### config.mk
export PLATFORM = sky130hd
export DESIGN_NAME = pipe_hold_ctrl
export DESIGN_NICKNAME = d
export VERILOG_FILES = /design/src/rtl/pipe_hold_ctrl_pkg.sv /design/src/rtl/pipe_hold_ctrl_hazard_detect.sv /design/src/rtl/pipe_hold_ctrl.sv
export SDC_FILE = /design/constraint.sdc
export NUM_CORES = 1
export LEC_CHECK = 0
export CAP_MARGIN = 0
export CORE_AREA = 2 2 96 61
export DETAILED_ROUTE_END_ITERATION = 8
export DIE_AREA = 0 0 98 63
export DONT_BUFFER_PORTS = 1
export GPL_TIMING_DRIVEN = 0
export PLACE_DENSITY = 0.64
export REMOVE_ABC_BUFFERS = 1
export SYNTH_ARGS = -nofsm -noshare
export SYNTH_HDL_FRONTEND = slang
export SYNTH_HIERARCHICAL = 1
export SYNTH_SLANG_ARGS = --single-unit
### constraint.sdc
create_clock -name clk -period 4.1 [get_ports clk]
set_input_delay 0 -clock clk [delete_from_list [all_inputs] [get_ports clk]]
set_output_delay 0 -clock clk [all_outputs]
set_load 0.02 [all_outputs]
### src/rtl/pipe_hold_ctrl_pkg.sv
// Shared hold-level encoding, zero constants and FSM state encoding for the
// pipeline hold/flush scheduler.
package pipe_hold_ctrl_pkg;

  localparam int HOLD_W = 3;

  typedef logic [HOLD_W-1:0] hold_flag_t;

  localparam hold_flag_t HOLD_NONE = 3'd0;
  localparam hold_flag_t HOLD_PC   = 3'd1;
  localparam hold_flag_t HOLD_IF   = 3'd2;
  localparam hold_flag_t HOLD_ID   = 3'd3;

  localparam logic [31:0] ZERO_WORD = 32'h0000_0000;
  localparam logic [4:0]  ZERO_REG  = 5'd0;

  typedef enum logic [1:0] {
    PHC_RUN   = 2'd0,
    PHC_FLUSH = 2'd1,
    PHC_LU    = 2'd2
  } phc_state_t;

  // Levels are ordered, so merging sources is a numeric maximum.
  function automatic hold_flag_t hold_max(input hold_flag_t a, input hold_flag_t b);
    return (a > b) ? a : b;
  endfunction

endpackage

### src/rtl/pipe_hold_ctrl_hazard_detect.sv
// Load-use hazard compare between the load in EX and the source operands in ID.
// Purely combinational so a forwarding unit can reuse it later.
module hazard_detect
  import pipe_hold_ctrl_pkg::*;
(
  input  logic       ex_load,
  input  logic [4:0] ex_rd,
  input  logic [4:0] id_rs1,
  input  logic [4:0] id_rs2,
  input  logic       id_rs1_re,
  input  logic       id_rs2_re,
  output logic       lu_hzd
);

  logic rs1_hit;
  logic rs2_hit;

  // x0 never carries a dependency, so a load into x0 cannot cause a hazard.
  assign rs1_hit = id_rs1_re & (id_rs1 == ex_rd);
  assign rs2_hit = id_rs2_re & (id_rs2 == ex_rd);
  assign lu_hzd  = ex_load & (ex_rd != ZERO_REG) & (rs1_hit | rs2_hit);

endmodule

### src/rtl/pipe_hold_ctrl.sv
// Central hold/flush scheduler: merges redirect, load-use, multi-cycle, bus and
// interrupt stall sources into one hold level and keeps flush/bubble timing.
module pipe_hold_ctrl
  import pipe_hold_ctrl_pkg::*;
#(
  parameter int FLUSH_CYCLES = 2,
  parameter int LU_CYCLES    = 1
) (
  input  logic        clk,
  input  logic        rst,
  input  logic        jump_flag_i,
  input  logic [31:0] jump_addr_i,
  input  logic        ex_load_i,
  input  logic [4:0]  ex_rd_i,
  input  logic [4:0]  id_rs1_i,
  input  logic [4:0]  id_rs2_i,
  input  logic        id_rs1_re_i,
  input  logic        id_rs2_re_i,
  input  logic        mc_busy_i,
  input  logic        bus_hold_i,
  input  logic        int_hold_i,
  input  logic        int_assert_i,
  input  logic [31:0] int_addr_i,
  output logic [2:0]  hold_flag_o,
  output logic        jump_flag_o,
  output logic [31:0] jump_addr_o,
  output logic [31:0] stall_cnt_o
);

  localparam logic [2:0] FLUSH_RELOAD = 3'(FLUSH_CYCLES - 1);
  localparam logic [2:0] LU_RELOAD    = 3'(LU_CYCLES - 1);
  localparam bit         FLUSH_MULTI  = (FLUSH_CYCLES > 1);
  localparam bit         LU_MULTI     = (LU_CYCLES > 1);

  phc_state_t  state;
  phc_state_t  state_nxt;
  logic [2:0]  cnt;
  logic [2:0]  cnt_nxt;
  logic [31:0] stall_cnt;

  logic        redirect;
  logic        lu_hzd;
  hold_flag_t  src_hold;
  hold_flag_t  fsm_hold;
  hold_flag_t  hold_raw;

  hazard_detect u_hazard_detect (
    .ex_load   (ex_load_i),
    .ex_rd     (ex_rd_i),
    .id_rs1    (id_rs1_i),
    .id_rs2    (id_rs2_i),
    .id_rs1_re (id_rs1_re_i),
    .id_rs2_re (id_rs2_re_i),
    .lu_hzd    (lu_hzd)
  );

  assign redirect = int_assert_i | jump_flag_i;

  always_comb begin
    src_hold = HOLD_NONE;
    if (bus_hold_i || int_hold_i) src_hold = hold_max(src_hold, HOLD_PC);
    if (redirect || lu_hzd || mc_busy_i) src_hold = hold_max(src_hold, HOLD_ID);
  end

  assign fsm_hold = (state != PHC_RUN) ? HOLD_ID : HOLD_NONE;
  assign hold_raw = hold_max(src_hold, fsm_hold);

  // Reset masks every combinational output so nothing leaks out during reset.
  assign hold_flag_o = rst ? HOLD_NONE : hold_raw;
  assign jump_flag_o = rst ? 1'b0 : redirect;
  assign jump_addr_o = rst ? ZERO_WORD : (int_assert_i ? int_addr_i : jump_addr_i);
  assign stall_cnt_o = stall_cnt;

  always_comb begin
    state_nxt = state;
    cnt_nxt   = cnt;
    unique case (state)
      PHC_RUN: begin
        if (redirect && FLUSH_MULTI) begin
          state_nxt = PHC_FLUSH;
          cnt_nxt   = FLUSH_RELOAD;
        end else if (!redirect && lu_hzd && LU_MULTI) begin
          state_nxt = PHC_LU;
          cnt_nxt   = LU_RELOAD;
        end
      end
      PHC_FLUSH, PHC_LU: begin
        // A redirect restarts the flush window from either hold state.
        if (redirect) begin
          state_nxt = FLUSH_MULTI ? PHC_FLUSH : PHC_RUN;
          cnt_nxt   = FLUSH_MULTI ? FLUSH_RELOAD : 3'd0;
        end else if (cnt <= 3'd1) begin
          state_nxt = PHC_RUN;
          cnt_nxt   = 3'd0;
        end else begin
          cnt_nxt   = cnt - 3'd1;
        end
      end
      default: begin
        state_nxt = PHC_RUN;
        cnt_nxt   = 3'd0;
      end
    endcase
  end

  always_ff @(posedge clk) begin
    if (rst) begin
      state <= PHC_RUN;
      cnt   <= 3'd0;
    end else begin
      state <= state_nxt;
      cnt   <= cnt_nxt;
    end
  end

  // Saturating count of held cycles.
  always_ff @(posedge clk) begin
    if (rst) begin
      stall_cnt <= ZERO_WORD;
    end else if ((hold_flag_o != HOLD_NONE) && (stall_cnt != 32'hFFFF_FFFF)) begin
      stall_cnt <= stall_cnt + 32'd1;
    end
  end

endmodule

==> results.sh, run 1 <==
export IMPL_synth_sequential_area_ratio=0.282
export IMPL_finish_cell_count_without_fillers=389
export IMPL_ys_flop_type="dfxtp_1"
export IMPL_setup_worst_path_class="primary input to flip-flop"
export IMPL_antenna_found_initial=0
export IMPL_count_of_buffer_and_inverter_cells_on_the_critical_path=1
export IMPL_wl_per_cell_um=17.9
export IMPL_placed_cells_incl_taps=376
export IMPL_mappedNetlistArea_mm2=0.00255
export IMPL_power_static_leakage_nw=0.948
export IMPL_clk_pin_slew_worst_paths_ns=0.08
export IMPL_crit_path_cell_trace="or4_1, o21ai_1, a21oi_1, nor4_1, ha_1, nor4b_1, a211oi_1, o2111ai_1, or3_1, a21oi_1, dlygate4sd3_1"
export IMPL_num_io_pins=157
export IMPL_initialDrtViolationCount=148
export IMPL_timing_hold_worst_start="rst"
export IMPL_cts_tree="done"
export IMPL_ctsLongestPathBuffers=2
export IMPL_yosys_warnings=6
export IMPL_nNetsFinal=412
export IMPL_synth_commonest_cells="42 x nor2_1, 36 x dfxtp_1, 34 x mux2i_1, 32 x a21oi_1"
export IMPL_timing_hold_ws_ns=0.0891
export IMPL_run_status="finished clean"
export IMPL_cts_repair_resize_count=0
export IMPL_maxSlewHeadroom=0.339
export IMPL_cts_hold_buf=5
export IMPL_critical_path_startpoint="ex_rd_i[0]"
export IMPL_cp_required_ns=4.34
export IMPL_synth_cells=326
export IMPL_crit_path_max_fanout=6
export IMPL_worst_slew_pin_transition_ns=0.983
export IMPL_synth_most_common_cell="nor2_1"
export IMPL_synth_enable_flop_cells=0
export IMPL_cts_h_tree_depth=2
export IMPL_number_of_routed_nets_with_antenna_violations=0
export IMPL_synth_top_cells_by_area="dfxtp_1 28%, mux2i_1 13%, a21oi_1 6.3%, nor2_1 6.2%, or4_1 5.6%"
export IMPL_timing_critical_path_max_delay_family="simple AND/OR/NAND/NOR gates"
export IMPL_finalCriticalPeriod_ns=3.60
export IMPL_part_of_the_cycle_the_worst_path_needs=0.879
export IMPL_fp_row_count=21
export IMPL_die_area_mm2=0.00617
export IMPL_grt_total_usage=0.217
export IMPL_final_setup_viol_count=0
export IMPL_finalClockSkew_ns=0.00833
export IMPL_grt_overflow_total=0
export IMPL_report_final_hold_viol_count=0
export IMPL_area_growth_synth_to_final_pct=6.72
export IMPL_yosysTopAreaCell="dfxtp_1"
export IMPL_grt_pass1_vias=2116
export IMPL_timing_critical_path_arrival_ns=3.84
export IMPL_postSynthRegisterBits=36
export IMPL_grt_pass1_wl_um=10900
export IMPL_cpPeakStageDelay_ns=0.78
export IMPL_insertedDiodeCount=0
export IMPL_post_cts_buffers=0
export IMPL_largest_net_degree_at_the_start_of_global_routing=38
export IMPL_drtPass1Iterations=4
export IMPL_floorplan_die_width_um=98
export IMPL_hold_path_class="primary input to output pin"
export IMPL_drive_above_1_share=0.0656
export IMPL_synth_top_area_frac=0.282
export IMPL_fin_tns_setup_ns=0
export IMPL_die_y_extent_um=63
export IMPL_max_vdd_ir_drop_mv=0.108
export IMPL_timing_critical_path_slowest_stage_cell="nor4_1"
export IMPL_setup_repair_after_global_routing_missed_its_margin="false"
export IMPL_placeable_core_region_mm2=0.00533
export IMPL_cts_buffers_inserted=5
export IMPL_drt_drc_violations_left=0
export IMPL_crit_path_frequent_cell="a21oi_1"
export IMPL_synth_cell_types=44
export IMPL_timing_critical_path_to_type="flip-flop"
export IMPL_maxCapViolCount=0
export IMPL_number_of_slew_limit_violations_in_the_final_report=0
export IMPL_num_fill_cells=532
export IMPL_crit_path_start_kind="primary input"
export IMPL_final_core_utilization=0.510
export IMPL_power_density_mw_per_mm2=266
export IMPL_postSynth_asyncResetShare=0
export IMPL_num_vias=2453
export IMPL_maxClockFrequency_ghz=0.278
export IMPL_hpwlAfterDp_um=5090
export IMPL_total_routed_wirelength_um=6980
export IMPL_postSynthAreaPerCell_um2=7.83
export IMPL_place_congestion=0.921
export IMPL_io_buffer_count=0
export IMPL_clk_insertion_delay_late_ns=0.29
export IMPL_r2r_start="stall_cnt_o[0]$_SDFFE_PP0P_"
export IMPL_viasPerCell=6.31
export IMPL_number_of_sinks_handled_by_clock_tree_synthesis=36
export IMPL_clock_tree_root_cell="clkbuf_8"
export IMPL_start_util=0.478
[path summary, 6_finish.rpt]
check | slack, ns | endpoint | cells after the start
worst min-delay path | 0.09 | jump_addr_o[8] | 1
worst max-delay path | 0.50 | stall_cnt_o[20]$_SDFFE_PP0P_ | 11
worst max register to register | 0.79 | stall_cnt_o[20]$_SDFFE_PP0P_ | 7
worst min register to register | 0.51 | cnt[2]$_SDFFE_PP0P_ | 2
[metal layers]
layer / wire (um) / vias to the layer above / track usage
met5: 0 / - / 0
met4: 28 / 0 / 0.0399
met3: 543 / 5 / 0.0761
li1: - / 1215 / -
met1: 3550 / 1159 / 0.342
met2: 2860 / 74 / 0.278
[logic make-up (layout without fill, tap and decap cells)]
kind of cell / count (synthesis) / count (layout) / share of synthesized area
AOI/OAI and AO/OA: 69 / 69 / 0.168
xor gates and xnor gates: 11 / 11 / 0.0378
adders and majority gates: 4 / 4 / 0.0196
buffers and inverters: 33 / 27 / 0.0564
DFF: 36 / 36 / 0.282
muxes: 35 / 35 / 0.138
other: 1 / 1 / 0.00147
and+or+nand+nor: 137 / 137 / 0.296
[where the power goes]
group | switching [mW] | internal [mW] | total, mW
Sequential | 0.00585 | 0.352 | 0.358
Clock | 0.131 | 0.134 | 0.265
Combinational | 0.0654 | 0.0352 | 0.101
Total | 0.202 | 0.522 | 0.724
[placed cells by master, fill, tap and decap left out, types with 5 or more instances in the layout]
master,netlist,routed
nand4_1,6,6
dfxtp_1,36,36
inv_1,12,12
xor2_1,9,9
o21ai_0,7,7
nand3_1,14,14
nand2_1,19,19
o31ai_1,18,18
or4_1,19,19
nor2_1,42,42
nor4_1,5,5
clkbuf_8,0,6
mux2i_1,34,34
or3_1,7,7
a21oi_1,32,32
[registers in the layout, summed over array words and instances, names as in the netlist]
name,cells
cnt,3
stall_cnt_o,32
state,1
[metrics by stage]
step	area (um^2)	total power, mW	worst slack [ns]
6_report	2720	0.724	0.498
5_1_grt	2720	0.756	0.213
4_1_cts	2720	0.728	0.521
3_5_place_dp	2570	0.457	0.448
3_3_place_gp	2540	0.456	-0.886
2_1_floorplan	2450	0.447	0.237
[layout make-up]
type	instances	area, um^2	area share
timing repair buffer	7	86.3	0.0317
sequential	36	721	0.265
tap	69	86.3	0.0317
inverter	12	45.0	0.0165
clock inverter	2	10.0	0.00368
clock buffer	6	82.6	0.0303
multi-input combinational	257	1690	0.621
[worst register-to-register path, stage by stage (launching register included)]
cell and delay, ns:
dfxtp_1 0.50, ha_1 0.27, nand4_1 0.13, nor4_1 0.83, o2111ai_1 0.42, or3_1 0.42
a21oi_1 0.14, dlygate4sd3_1 0.55
Note: power is estimated with default switching activity, not from simulation.
==> run 2: changes to the inputs <==
--- a/config.mk
+++ b/config.mk
@@ -5,12 +5,13 @@
 export SDC_FILE = /design/constraint.sdc
 export NUM_CORES = 1
 export LEC_CHECK = 0
+export ABC_CLOCK_PERIOD_IN_PS = 4100
 export CAP_MARGIN = 0
 export CORE_AREA = 2 2 96 61
 export DETAILED_ROUTE_END_ITERATION = 8
 export DIE_AREA = 0 0 98 63
 export DONT_BUFFER_PORTS = 1
-export GPL_TIMING_DRIVEN = 0
+export GPL_TIMING_DRIVEN = 1
 export PLACE_DENSITY = 0.64
 export REMOVE_ABC_BUFFERS = 1
 export SYNTH_ARGS = -nofsm -noshare
==> run 2 against run 1 <==
Effect of this change: final cell count up 0.26%; clock power up 19%; highest routed layer unchanged; critical path type unchanged; largest cell class unchanged; sequential power about the same; register-to-register slack about the same; fmax up 2.1%; clock skew up 0.00061 ns; sequential share of layout area down 0.11 points; critical path depth unchanged; first-iteration DRC count down 11%; global-route usage up 0.21 points; power up 7.3%.
==> results.sh, run 2 (synthesis results as in run 1) <==
export IMPL_setup_repair_after_global_routing_missed_its_margin="false"
export IMPL_maxCapViolCount=0
export IMPL_post_cts_buffers=0
export IMPL_hold_path_class="primary input to flip-flop"
export IMPL_cts_buffers_inserted=5
export IMPL_part_of_the_cycle_the_worst_path_needs=0.861
export IMPL_die_area_mm2=0.00617
export IMPL_cp_required_ns=4.34
export IMPL_finalClockSkew_ns=0.00894
export IMPL_worst_slew_pin_transition_ns=1.09
export IMPL_cts_tree="done"
export IMPL_layout_cells_most_common="nor2_1"
export IMPL_insertedDiodeCount=0
export IMPL_fin_tns_setup_ns=0
export IMPL_final_setup_viol_count=0
export IMPL_timing_critical_path_arrival_ns=3.77
export IMPL_largest_net_degree_at_the_start_of_global_routing=39
export IMPL_hold_path_depth=3
export IMPL_number_of_routed_nets_with_antenna_violations=0
export IMPL_finalCriticalPeriod_ns=3.53
export IMPL_grt_total_usage=0.219
export IMPL_nNetsFinal=413
export IMPL_total_routed_wirelength_um=7110
export IMPL_worst_path_stages=11
export IMPL_grt_overflow_total=0
export IMPL_start_util=0.478
export IMPL_io_buffer_count=0
export IMPL_initialDrtViolationCount=131
export IMPL_clk_insertion_delay_late_ns=0.29
export IMPL_cts_h_tree_depth=2
export IMPL_placed_cells_incl_taps=377
export IMPL_grt_pass1_wl_um=11000
export IMPL_viasPerCell=6.20
export IMPL_power_density_mw_per_mm2=284
export IMPL_r2r_worst_path_cells=6
export IMPL_number_of_sinks_handled_by_clock_tree_synthesis=36
export IMPL_run_status="finished clean"
export IMPL_timing_critical_path_slowest_stage_cell="or4b_2"
export IMPL_place_congestion=0.918
export IMPL_crit_path_start_kind="primary input"
export IMPL_total_power_uw=777
export IMPL_crit_path_frequent_cell="a21oi_1"
export IMPL_largest_register_ff_count=32
export IMPL_grt_pass1_vias=2085
export IMPL_ctsLongestPathBuffers=2
export IMPL_drtPass1Iterations=5
export IMPL_count_of_buffer_and_inverter_cells_on_the_critical_path=1
export IMPL_layout_common_cells="42 x nor2_1, 36 x dfxtp_1, 34 x mux2i_1, 32 x a21oi_1"
export IMPL_crit_path_max_fanout=18
export IMPL_hpwlAfterDp_um=5200
export IMPL_timing_critical_path_to_type="flip-flop"
export IMPL_maxSlewHeadroom=0.270
export IMPL_finish_cell_count_without_fillers=390
export IMPL_num_fill_cells=509
export IMPL_cts_repair_resize_count=0
export IMPL_crit_path_cell_trace="or4_1, o21ai_1, a21oi_1, nor4_1, ha_1, nor4b_1, a21oi_1, nand2_1, or4b_2, a21oi_1, dlygate4sd3_1"
export IMPL_report_final_hold_viol_count=0
export IMPL_num_vias=2418
export IMPL_wl_per_cell_um=18.2
export IMPL_placeable_core_region_mm2=0.00533
export IMPL_clk_pin_slew_worst_paths_ns=0.08
export IMPL_timing_critical_path_max_delay_family="simple AND/OR/NAND/NOR gates"
export IMPL_die_y_extent_um=63
export IMPL_fp_row_count=21
export IMPL_drt_drc_violations_left=0
export IMPL_maxClockFrequency_ghz=0.283
export IMPL_max_vdd_ir_drop_mv=0.117
export IMPL_num_io_pins=157
export IMPL_drive_above_1_share=0.0654
export IMPL_antenna_found_initial=0
export IMPL_number_of_slew_limit_violations_in_the_final_report=0
export IMPL_area_growth_synth_to_final_pct=7.16
export IMPL_cpPeakStageDelay_ns=0.72
export IMPL_setup_worst_path_class="primary input to flip-flop"
export IMPL_floorplan_die_width_um=98
export IMPL_power_static_leakage_nw=0.955
export IMPL_clock_tree_root_cell="clkbuf_8"
[run 2: what timing repair did]
item	CTS	global route
hold endpoints to repair	35	0
endpoints found under the setup margin	0	0
hold buffers	5	0
[run 2: final timing paths]
kind | start | end | slack, ns
max | ex_rd_i[0] | stall_cnt_o[15]$_SDFFE_PP0P_ | 0.57
min | rst | stall_cnt_o[1]$_SDFFE_PP0P_ | 0.04
max reg2reg | stall_cnt_o[2]$_SDFFE_PP0P_ | stall_cnt_o[15]$_SDFFE_PP0P_ | 0.80
min reg2reg | cnt[2]$_SDFFE_PP0P_ | cnt[2]$_SDFFE_PP0P_ | 0.51
[run 2: per-stage QoR]
stage | worst slack, ns | area, um^2 | hold WS (ns) | utilization
2_1_floorplan | 0.237 | 2450 | 0.0691 | -
3_3_place_gp | 0.754 | 2570 | 0.0768 | 0.481
3_5_place_dp | 0.666 | 2570 | 0.0778 | 0.481
4_1_cts | 0.602 | 2730 | 0.0174 | 0.513
5_1_grt | 0.216 | 2730 | 0.0326 | 0.513
6_report | 0.571 | 2730 | 0.0424 | 0.513
[run 2: power by group]
part	internal [mW]	switching, mW
Clock	0.181	0.136
Sequential	0.352	0.00602
Combinational	0.0363	0.0660
Total	0.569	0.208
[run 2: area by class of cell]
type,instances,area [um^2],share of cell area
Inverter,12,45.0,0.0165
Multi-Input combinational cell,257,1690,0.619
Clock inverter,2,35.0,0.0128
Sequential cell,36,721,0.264
Clock buffer,6,72.6,0.0265
Tap cell,69,86.3,0.0316
Timing Repair Buffer,8,82.6,0.0302
[run 2: worst register-to-register path: cells and delay by family (launching register included)]
| kind | cells | cell delay, ns |
|---|---|---|
| simple gates | 4 | 1.99 |
| flops | 1 | 0.57 |
| buf+inv | 1 | 0.55 |
| compound gates | 1 | 0.14 |
[run 2: routing by layer]
metal	wire (um)	GRT usage	vias to the layer above
li1	-	-	1204
met1	3670	0.349	1108
met2	2780	0.267	96
met3	559	0.0716	10
met4	99	0.0677	0
met5	0	0	-
==> run 3: changes to the inputs <==
--- a/config.mk
+++ b/config.mk
@@ -7,9 +7,9 @@
 export LEC_CHECK = 0
 export ABC_CLOCK_PERIOD_IN_PS = 4100
 export CAP_MARGIN = 0
-export CORE_AREA = 2 2 96 61
+export CORE_AREA = 2 2 75 77
 export DETAILED_ROUTE_END_ITERATION = 8
-export DIE_AREA = 0 0 98 63
+export DIE_AREA = 0 0 77 79
 export DONT_BUFFER_PORTS = 1
 export GPL_TIMING_DRIVEN = 1
 export PLACE_DENSITY = 0.64
==> run 3 against run 2 <==
Effect of this change: worst hold slack improved by 0.051 ns; non-clock buffer count did not move; cell area fell by 0.27%; clock-buffer cell count rose by 1; die area fell by 1.5%; critical path depth rose by 1; via count rose by 0.33%; core utilization fell by 0.18 points; routed wire length fell by 1.4%; fmax rose by 12%; worst setup slack improved by 0.37 ns; sequential power barely moved; critical path type unchanged; critical endpoint is now stall_cnt_o[13]$_SDFFE_PP0P_.
==> results.sh, run 3 (synthesis results as in run 1) <==
export IMPL_number_of_slew_limit_violations_in_the_final_report=0
export IMPL_cp_required_ns=4.33
export IMPL_place_congestion=0.918
export IMPL_count_of_buffer_and_inverter_cells_on_the_critical_path=2
export IMPL_seqCellArea_um2=721
export IMPL_ctsLongestPathBuffers=2
export IMPL_cts_buffers_inserted=5
export IMPL_placeable_core_region_mm2=0.00534
export IMPL_part_of_the_cycle_the_worst_path_needs=0.771
export IMPL_number_of_sinks_handled_by_clock_tree_synthesis=36
export IMPL_number_of_routed_nets_with_antenna_violations=0
export IMPL_pre_cts_slack_ns=1.02
export IMPL_hpwlAfterDp_um=5250
export IMPL_crit_path_max_fanout=18
export IMPL_final_setup_viol_count=0
export IMPL_area_growth_synth_to_final_pct=6.87
export IMPL_hold_path_class="primary input to output pin"
export IMPL_maxCapViolCount=0
export IMPL_grt_pass1_vias=2239
export IMPL_drtPass1Iterations=4
export IMPL_post_cts_buffers=0
export IMPL_seq_power_share=0.487
export IMPL_worst_slew_pin_transition_ns=0.837
export IMPL_clk_pin_slew_worst_paths_ns=0.07
export IMPL_max_vdd_ir_drop_mv=0.117
export IMPL_cts_repair_resize_count=0
export IMPL_run_status="finished clean"
export IMPL_setup_repair_after_global_routing_missed_its_margin="false"
export IMPL_comb_power_share=0.143
export IMPL_nNetsFinal=413
export IMPL_cts_h_tree_depth=2
export IMPL_total_routed_wirelength_um=7010
export IMPL_drt_drc_violations_left=0
export IMPL_largest_net_degree_at_the_start_of_global_routing=43
export IMPL_fp_row_count=27
export IMPL_area_of_the_multi_input_gates_mm2=0.00169
export IMPL_crit_path_start_kind="primary input"
export IMPL_power_static_leakage_nw=0.950
export IMPL_maxClockFrequency_ghz=0.316
export IMPL_maxSlewHeadroom=0.437
export IMPL_cts_tree="done"
export IMPL_wl_per_cell_um=17.9
export IMPL_num_vias=2426
export IMPL_grt_total_usage=0.223
export IMPL_grt_overflow_total=0
export IMPL_power_density_mw_per_mm2=270
export IMPL_timing_critical_path_slowest_stage_cell="or4_2"
export IMPL_clk_insertion_delay_late_ns=0.28
export IMPL_layout_cells_most_common="nor2_1"
export IMPL_power_switching_fraction=0.268
export IMPL_largest_register_ff_count=32
export IMPL_grt_pass1_wl_um=11000
export IMPL_num_fill_cells=553
export IMPL_finalClockSkew_ns=0.00403
export IMPL_layout_common_cells="42 x nor2_1, 36 x dfxtp_1, 34 x mux2i_1, 32 x a21oi_1"
export IMPL_drive_above_1_share=0.0656
export IMPL_finalCriticalPeriod_ns=3.16
export IMPL_num_io_pins=157
export IMPL_timing_critical_path_arrival_ns=3.39
export IMPL_crit_path_frequent_cell="a21oi_1"
export IMPL_crit_path_cell_trace="or4_1, o21ai_1, a21oi_1, nor4_1, buf_4, ha_1, nor4b_1, a21oi_1, nand2_1, or4_2, a21oi_1, dlygate4sd3_1"
export IMPL_timing_critical_path_max_delay_family="simple AND/OR/NAND/NOR gates"
export IMPL_report_final_hold_viol_count=0
export IMPL_clockPowerShare=0.370
export IMPL_fin_tns_setup_ns=0
export IMPL_timing_critical_path_to_type="flip-flop"
export IMPL_power_internal_uw=539
export IMPL_io_buffer_count=0
export IMPL_die_y_extent_um=79
export IMPL_total_switching_power_uw=198
export IMPL_insertedDiodeCount=0
export IMPL_antenna_found_initial=0
export IMPL_setup_worst_path_class="primary input to flip-flop"
export IMPL_start_util=0.478
export IMPL_viasPerCell=6.19
export IMPL_floorplan_die_width_um=77
export IMPL_setup_ws_ns=0.939
export IMPL_cpPeakStageDelay_ns=0.64
export IMPL_die_area_mm2=0.00608
export IMPL_initialDrtViolationCount=108
export IMPL_clock_tree_root_cell="clkbuf_8"
run 3: final timing paths:
path | depth (start not counted) | start | slack (ns) | to
setup / recovery | 12 | ex_rd_i[0] | 0.94 | stall_cnt_o[13]$_SDFFE_PP0P_
setup reg to reg | 6 | stall_cnt_o[3]$_SDFFE_PP0P_ | 1.02 | stall_cnt_o[13]$_SDFFE_PP0P_
hold / removal | 1 | rst | 0.09 | jump_addr_o[13]
hold reg to reg | 2 | cnt[2]$_SDFFE_PP0P_ | 0.51 | cnt[2]$_SDFFE_PP0P_
run 3: layout make-up:
type,count,share of cell area
tap,72,0.0330
inverter,12,0.0165
sequential,36,0.264
multi-input combinational,257,0.620
clock buffer,7,0.0353
timing repair buffer,8,0.0303
run 3: metrics by stage:
step | power [mW] | utilization | hold slack [ns] | std cells | cell area (um^2)
5_1_grt | 0.764 | 0.511 | 0.0966 | 392 | 2730
3_3_place_gp | 0.461 | 0.481 | 0.0746 | 380 | 2570
6_report | 0.736 | 0.511 | 0.0932 | 392 | 2730
3_5_place_dp | 0.462 | 0.481 | 0.0768 | 380 | 2570
4_1_cts | 0.744 | 0.511 | 0.0910 | 392 | 2730
2_1_floorplan | 0.447 | - | 0.0691 | 305 | 2450
run 3: timing repair:
action                                 in CTS  in global routing
hold buffers                                5                  0
endpoints found under the hold margin      34                  0
setup endpoints to repair                   0                  0
run 3: power groups by stage:
stage                     registers, mW  clock network, mW  logic, mW
final                             0.359              0.273      0.105
after global routing              0.359              0.292      0.112
after CTS                         0.359              0.280      0.106
after detailed placement          0.367                  0     0.0952
after global placement            0.367                  0     0.0940
after floorplan                   0.365                  0     0.0819
run 3: metal layers:
layer,routed length (um),GRT usage
met1,2890,0.266
met3,465,0.0455
met4,106,0.0696
met2,3540,0.402
met5,0,0
